[src/rtl/store_checker_pkg.sv]
// ============================================================================
// store_checker_pkg
// Shared FSM states, cause codes and expected-store entry for store_checker.
// Revision: 1.0
// ============================================================================
`default_nettype none

package store_checker_pkg;

  typedef enum logic [1:0] {
    ST_RUN  = 2'd0,
    ST_PASS = 2'd1,
    ST_FAIL = 2'd2
  } state_t;

  localparam logic [1:0] CAUSE_NONE       = 2'd0;
  localparam logic [1:0] CAUSE_MISMATCH   = 2'd1;
  localparam logic [1:0] CAUSE_UNEXPECTED = 2'd2;
  localparam logic [1:0] CAUSE_TIMEOUT    = 2'd3;

  typedef struct packed {
    logic [31:0] adr;
    logic [31:0] data;
    logic        last;
  } entry_t;

endpackage

`default_nettype wire

[src/rtl/store_exp_fifo.sv]
// ============================================================================
// store_exp_fifo
// Synchronous FIFO of expected stores; pointers carry an extra wrap bit.
// Revision: 1.0
// ============================================================================
`default_nettype none

module store_exp_fifo
  import store_checker_pkg::*;
#(
  parameter int unsigned DEPTH = 8
) (
  input  logic   clk,
  input  logic   reset,
  input  logic   push,
  input  entry_t push_entry,
  input  logic   pop,
  output entry_t head,
  output logic   full,
  output logic   empty
);

  localparam int unsigned c_aw = $clog2(DEPTH);

  entry_t          r_mem [DEPTH];
  logic [c_aw:0]   r_wp;
  logic [c_aw:0]   r_rp;
  logic            w_push;
  logic            w_pop;

  assign w_push = push && !full;
  assign w_pop  = pop && !empty;

  // Equal index with differing wrap bit means the writer is a full lap ahead.
  assign empty = (r_wp == r_rp);
  assign full  = (r_wp[c_aw] != r_rp[c_aw]) && (r_wp[c_aw-1:0] == r_rp[c_aw-1:0]);
  assign head  = r_mem[r_rp[c_aw-1:0]];

  always_ff @(posedge clk) begin
    if (reset) begin
      r_wp <= '0;
      r_rp <= '0;
    end else begin
      if (w_push) r_wp <= r_wp + (c_aw+1)'(1);
      if (w_pop)  r_rp <= r_rp + (c_aw+1)'(1);
    end
  end

  always_ff @(posedge clk) begin
    if (w_push) r_mem[r_wp[c_aw-1:0]] <= push_entry;
  end

endmodule

`default_nettype wire

[config.mk]
export PLATFORM = sky130hd
export DESIGN_NAME = store_exp_fifo
export DESIGN_NICKNAME = d
export VERILOG_FILES = /design/src/rtl/store_checker_pkg.sv /design/src/rtl/store_exp_fifo.sv
export SDC_FILE = /design/constraint.sdc
export NUM_CORES = 1
export LEC_CHECK = 0
export CAP_MARGIN = 25
export CORE_UTILIZATION = 51
export CTS_BUF_LIST = sky130_fd_sc_hd__clkbuf_4
export CTS_CLUSTER_DIAMETER = 150
export DETAILED_ROUTE_END_ITERATION = 8
export PLACE_DENSITY = 0.73
export SETUP_SLACK_MARGIN = 0.2
export SLEW_MARGIN = 40
export SYNTH_ARGS = -nofsm -noshare
export SYNTH_HDL_FRONTEND = slang
export SYNTH_SLANG_ARGS = --single-unit
[constraint.sdc]
create_clock -name clk -period 20.7 [get_ports clk]
set_input_delay 3.105 -clock clk [delete_from_list [all_inputs] [get_ports clk]]
set_output_delay 3.105 -clock clk [all_outputs]
set_load 0.005 [all_outputs]
==> flow_metrics.env, run 1 <==
export IMPL_syn_num_nets=906
export IMPL_drc_errors=0
export IMPL_endpoint="head[46]"
export IMPL_end_kind="output port"
export IMPL_first_iter_violations=659
export IMPL_synth_area_um2=20300
export IMPL_whs_ns=0.588
export IMPL_synth_main_ff_cell="edfxtp_1"
export IMPL_relSlewSlack=0.469
export IMPL_syn_avg_cell_area_um2=24.3
export IMPL_cts_resized=0
export IMPL_power_frac_seq=0.517
export IMPL_dieArea_um2=40600
export IMPL_core_area_um2=38900
export IMPL_fin_nets=1157
export IMPL_place_hpwl_um=20100
export IMPL_final_setup_tns_ns=0
export IMPL_finalSetupViolCount=0
export IMPL_final_common_cell="edfxtp_1"
export IMPL_initial_core_util=0.521
export IMPL_switching_share=0.221
export IMPL_antenna_found_initial=4
export IMPL_grtUsageTotal=0.199
export IMPL_vdd_drop_max_mv=0.0384
export IMPL_clkSinkCount=531
export IMPL_numPortBuffers=135
export IMPL_layout_common_cells="edfxtp_1, clkbuf_4, clkdlybuf4s50_1"
export IMPL_critPathKind="flop to output port"
export IMPL_vias=9393
export IMPL_grt_pass1_vias=10500
export IMPL_min_period_ns=6.68
export IMPL_overflow=0
export IMPL_maxClockFrequency_mhz=150
export IMPL_r2r_slack_ns=17.67
export IMPL_finalClockSkew_ns=0.0523
export IMPL_status="complete, no violations"
export IMPL_drt_total_wl_um=38700
export IMPL_period_share=0.323
export IMPL_cts_buffers=134
export IMPL_worst_slew_pin_slew_ns=0.790
export IMPL_maxCapViolCount=0
export IMPL_synth_edff_count=520
export IMPL_viasPerCell=5.55
export IMPL_async_flop_share=0
export IMPL_path_max_fanout=44
export IMPL_r2r_start="r_wp[1]"
export IMPL_postRouteAntennaNets=0
export IMPL_p_sw_uw=523
export IMPL_clk_pin_slew_worst_paths_ns=0.06
export IMPL_syn2layout_area_growth_pct=18.2
export IMPL_finalWeightedCongestion=0.718
export IMPL_seq_area_frac_synth=0.781
export IMPL_clockBufferDepth=3
export IMPL_final_max_slew_viol_count=0
export IMPL_r2r_end="r_mem[5][5]"
export IMPL_p_leak_nw=7.59
export IMPL_htree_levels=4
export IMPL_hold_path_class="flop to flop"
export IMPL_clk_latency_ns=0.80
export IMPL_worstPathRequired_ns=17.59
export IMPL_reg2reg_depth=6
export IMPL_die_h_um=201
export IMPL_placed_cell_area_um2=22300
export IMPL_fp_dieW_um=201
export IMPL_wl_per_cell_um=22.9
export IMPL_power_share_clock=0.359
export IMPL_final_area_um2=24000
export IMPL_internal_power_mw=1.84
export IMPL_ys_ff_latch=531
export IMPL_num_rows=72
export IMPL_cts_tree="built"
export IMPL_clockRootBuffer="clkbuf_4"
export IMPL_num_io_pins=136
export IMPL_grt_pass1_wl_um=59300
export IMPL_power_density_nw_per_um2=98.7
export IMPL_p_comb_frac=0.124
export IMPL_start_kind="flop"
export IMPL_hold_violations=0
export IMPL_synthCells=835
export IMPL_firstDrtPassIters=5
export IMPL_rsz0062_at_grt="false"
export IMPL_drive_gt1_frac=0.379
export IMPL_synth_cell_types=32
export IMPL_cp_arrival_ns=3.57
export IMPL_post_cts_setup_buffers=0
export IMPL_cts_hold_buf=0
export IMPL_grt_max_degree=74
export IMPL_yosysWarnings=0
-- worst max-delay path, stage by stage, from the launching register on --
cell and delay, ns:
dfxtp_4 0.53, buf_12 0.27, buf_6 0.54, mux4_2 0.59, mux2_2 0.28, clkdlybuf4s50_1 0.50
-- registers in the layout, indices dropped and copies added (netlist names), named ones only --
signal	cells
r_mem	520
r_wp	4
r_rp	4
-- final cells by class --
class                           instances  area, um2
Sequential cell                       531      15800
Fill cell                            2717      14900
Multi-Input combinational cell        261       4230
Timing Repair Buffer                  158       1590
Clock buffer                          191       1430
Tap cell                              518        648
Clock inverter                         29        211
Antenna cell                            4       10.0
-- kinds of logic after synthesis --
| logic type | count (synthesis) | synth area share |
|---|---|---|
| and+or+nand+nor | 38 | 0.0117 |
| xor gates and xnor gates | 8 | 0.00346 |
| adders and majority gates | 2 | 0.00123 |
| DFF | 531 | 0.781 |
| muxes | 206 | 0.186 |
| buffers and inverters | 43 | 0.0129 |
| AOI/OAI and AO/OA | 7 | 0.00333 |
-- metrics by stage --
stage                     power [mW]  worst slack [ns]  utilization  instances
after global routing            2.47             13.72        0.616       1690
after floorplan                 1.43             10.16            -        835
after CTS                       2.40             13.62        0.614       1686
after detailed placement        1.54             14.56        0.572       1466
final                           2.37             14.02        0.616       1692
after global placement          1.54             14.30        0.571       1465
-- how the worst min path moves through the flow --
stage,cells past startpoint,start,to
global placement,2,r_rp[1],flop
CTS,2,r_wp[3],r_rp[3]
detailed placement,2,r_wp[3],r_rp[3]
finish,2,r_wp[3],r_rp[3]
floorplan,2,r_rp[1],flop
global route,2,r_rp[1],flop
-- power by group through the flow --
stage | Clock [mW] | Sequential (mW) | Combinational (mW)
final | 0.850 | 1.22 | 0.294
after global routing | 0.930 | 1.22 | 0.317
after CTS | 0.879 | 1.23 | 0.292
after detailed placement | 0 | 1.25 | 0.290
after global placement | 0 | 1.25 | 0.284
after floorplan | 0 | 1.24 | 0.188
-- Yosys cell counts (all sizes together), types with 3 or more instances --
cell    instances  share of area
mux2i           4         0.0020
xor2            4         0.0017
nor4b           3         0.0013
clkbuf         14         0.0026
edfxtp        520           0.77
nor2            6         0.0011
nand2b          5         0.0015
nor3            3        0.00074
nor4            3         0.0017
nor2b           6         0.0019
mux4          130           0.14
buf            29          0.010
mux2           72          0.040
dfxtp          11          0.011
xnor2           4         0.0017
nand2           4        0.00074
-- layer usage --
metal	vias up	global-route usage	wire [um]
li1	4155	-	-
met1	4901	0.263	16600
met2	284	0.317	19200
met3	51	0.0583	2300
met4	2	0.0709	559
met5	-	0	13
Power figures use the tool's default switching activity.
==> run 2: changes to the inputs <==
==> constraint.sdc (replaced) <==
create_clock -name clk -period 6.7 [get_ports clk]
set_input_delay 1.005 -clock clk [delete_from_list [all_inputs] [get_ports clk]]
set_output_delay 1.005 -clock clk [all_outputs]
set_load 0.005 [all_outputs]
==> run 2 against run 1 <==
  * Critical path depth down 1
  * Total power rose to 3.1 times the previous value
  * Die area unchanged
  * Utilization down 0.20 points
  * Global-route usage down 0.30 points
  * Register-to-register slack worse by 14 ns
  * Sequential share of layout area up 0.21 points
  * Count of clock-buffer cells in the layout down 10
  * Via count up 0.50%
  * Clock skew down 0.019 ns
  * Design area down 0.32%
  * Critical path type unchanged
  * Largest cell class unchanged
==> flow_metrics.env, run 2 (same netlist as run 1, synthesis figures left out) <==
export IMPL_layout_cells_non_filler=1683
export IMPL_hold_path_class="flop to flop"
export IMPL_grt_pass1_wl_um=58700
export IMPL_r2r_slack_ns=3.54
export IMPL_dieArea_um2=40600
export IMPL_clockRootBuffer="clkbuf_4"
export IMPL_dp_slack_ns=2.79
export IMPL_fillers=2757
export IMPL_worstPathRequired_ns=5.69
export IMPL_grt_max_degree=62
export IMPL_initial_core_util=0.521
export IMPL_cts_resized=0
export IMPL_end_kind="output port"
export IMPL_start_kind="flop"
export IMPL_finalClockSkew_ns=0.0336
export IMPL_num_io_pins=136
export IMPL_cts_tree="built"
export IMPL_layout_common_cells="edfxtp_1, clkbuf_4, clkdlybuf4s50_1"
export IMPL_clkSinkCount=531
export IMPL_drt_total_wl_um=38000
export IMPL_utilization=0.614
export IMPL_path_max_fanout=33
export IMPL_final_max_slew_viol_count=0
export IMPL_wl_met3_um=2280
export IMPL_topRoutingLayerUsed="met5"
export IMPL_finalWorstSetupSlack_ns=2.04
export IMPL_first_iter_violations=620
export IMPL_whs_ns=0.588
export IMPL_drt_met1_wl_um=16500
export IMPL_postRouteAntennaNets=0
export IMPL_max_stage_delay_ns=0.80
export IMPL_syn2layout_area_growth_pct=17.8
export IMPL_fp_dieW_um=201
export IMPL_finalWeightedCongestion=0.713
export IMPL_hold_violations=0
export IMPL_period_share=0.695
export IMPL_cp_arrival_ns=3.65
export IMPL_die_h_um=201
export IMPL_final_common_cell="edfxtp_1"
export IMPL_htree_levels=4
export IMPL_wl_per_cell_um=22.6
export IMPL_drc_errors=0
export IMPL_crit_path_top_delay_cell="dfxtp_4"
export IMPL_grtUsageTotal=0.196
export IMPL_vias=9440
export IMPL_finalSetupViolCount=0
export IMPL_maxCapViolCount=0
export IMPL_cts_buffers=135
export IMPL_core_area_um2=38900
export IMPL_clockBufferDepth=3
export IMPL_grt_pass1_vias=10300
export IMPL_clk_pin_slew_worst_paths_ns=0.06
export IMPL_viasPerCell=5.61
export IMPL_rsz0062_at_grt="false"
export IMPL_overflow=0
export IMPL_clk_latency_ns=0.80
export IMPL_post_cts_setup_buffers=0
export IMPL_cts_hold_buf=0
export IMPL_critPathKind="flop to output port"
export IMPL_relSlewSlack=0.464
export IMPL_wl_met2_um=18600
export IMPL_status="complete, no violations"
export IMPL_dp_cells=1466
export IMPL_antenna_found_initial=2
export IMPL_fin_nets=1157
export IMPL_maxClockFrequency_mhz=215
export IMPL_worst_slew_pin_slew_ns=0.804
export IMPL_min_period_ns=4.66
export IMPL_crit_path_cell_trace="buf_4, mux4_2, mux2_2, clkdlybuf4s50_1"
export IMPL_num_rows=72
export IMPL_firstDrtPassIters=5
export IMPL_largest_reg_flops=520
export IMPL_drive_gt1_frac=0.369
export IMPL_place_hpwl_um=19700
export IMPL_p_leak_nw=7.54
export IMPL_power_density_nw_per_um2=304
export IMPL_vdd_drop_max_mv=0.118
export IMPL_numPortBuffers=135
==> run 2: worst max-delay path, delay by kind of cell, from the launching register on <==
family | cells | cell delay, ns
buffers and inverters | 2 | 1.13
flip-flops | 1 | 0.80
multiplexers | 2 | 0.89
==> run 2: cell type report <==
cell class	instances	area, um2	share of cell area
antenna	1	2.50	0.000105
clock buffer	181	1360	0.0569
clock inverter	34	254	0.0106
multi-input combinational	261	4240	0.178
sequential	531	15800	0.663
tap	518	648	0.0271
timing repair buffer	157	1540	0.0643
==> run 2: path summary, 6_finish.rpt <==
check | from | end | cells past startpoint
setup / recovery | flop | head[21] | 4
hold / removal | r_rp[1] | r_rp[1] | 2
setup reg to reg | r_wp[1] | r_mem[3][20] | 6
hold reg to reg | r_rp[1] | r_rp[1] | 2
==> run 2: metrics by stage <==
stage / instance area (um2) / total power [mW] / TNS [ns]
after floorplan: 20300 / 4.42 / -491.26
after global placement: 22200 / 4.75 / 0
after detailed placement: 22300 / 4.76 / 0
after CTS: 23900 / 7.38 / 0
after global routing: 23900 / 7.62 / 0
final: 23900 / 7.27 / 0
==> run 2: power by group <==
group	total (mW)	leakage, nW	internal (mW)	switching (mW)
combinational	0.884	1.78	0.533	0.351
clock	2.59	0.945	1.40	1.19
sequential	3.79	4.82	3.74	0.0592
==> run 2: per-layer routing <==
layer	track usage	vias up
li1	-	4142
met1	0.269	4957
met2	0.303	289
met3	0.0567	50
met4	0.0682	2
met5	0	-
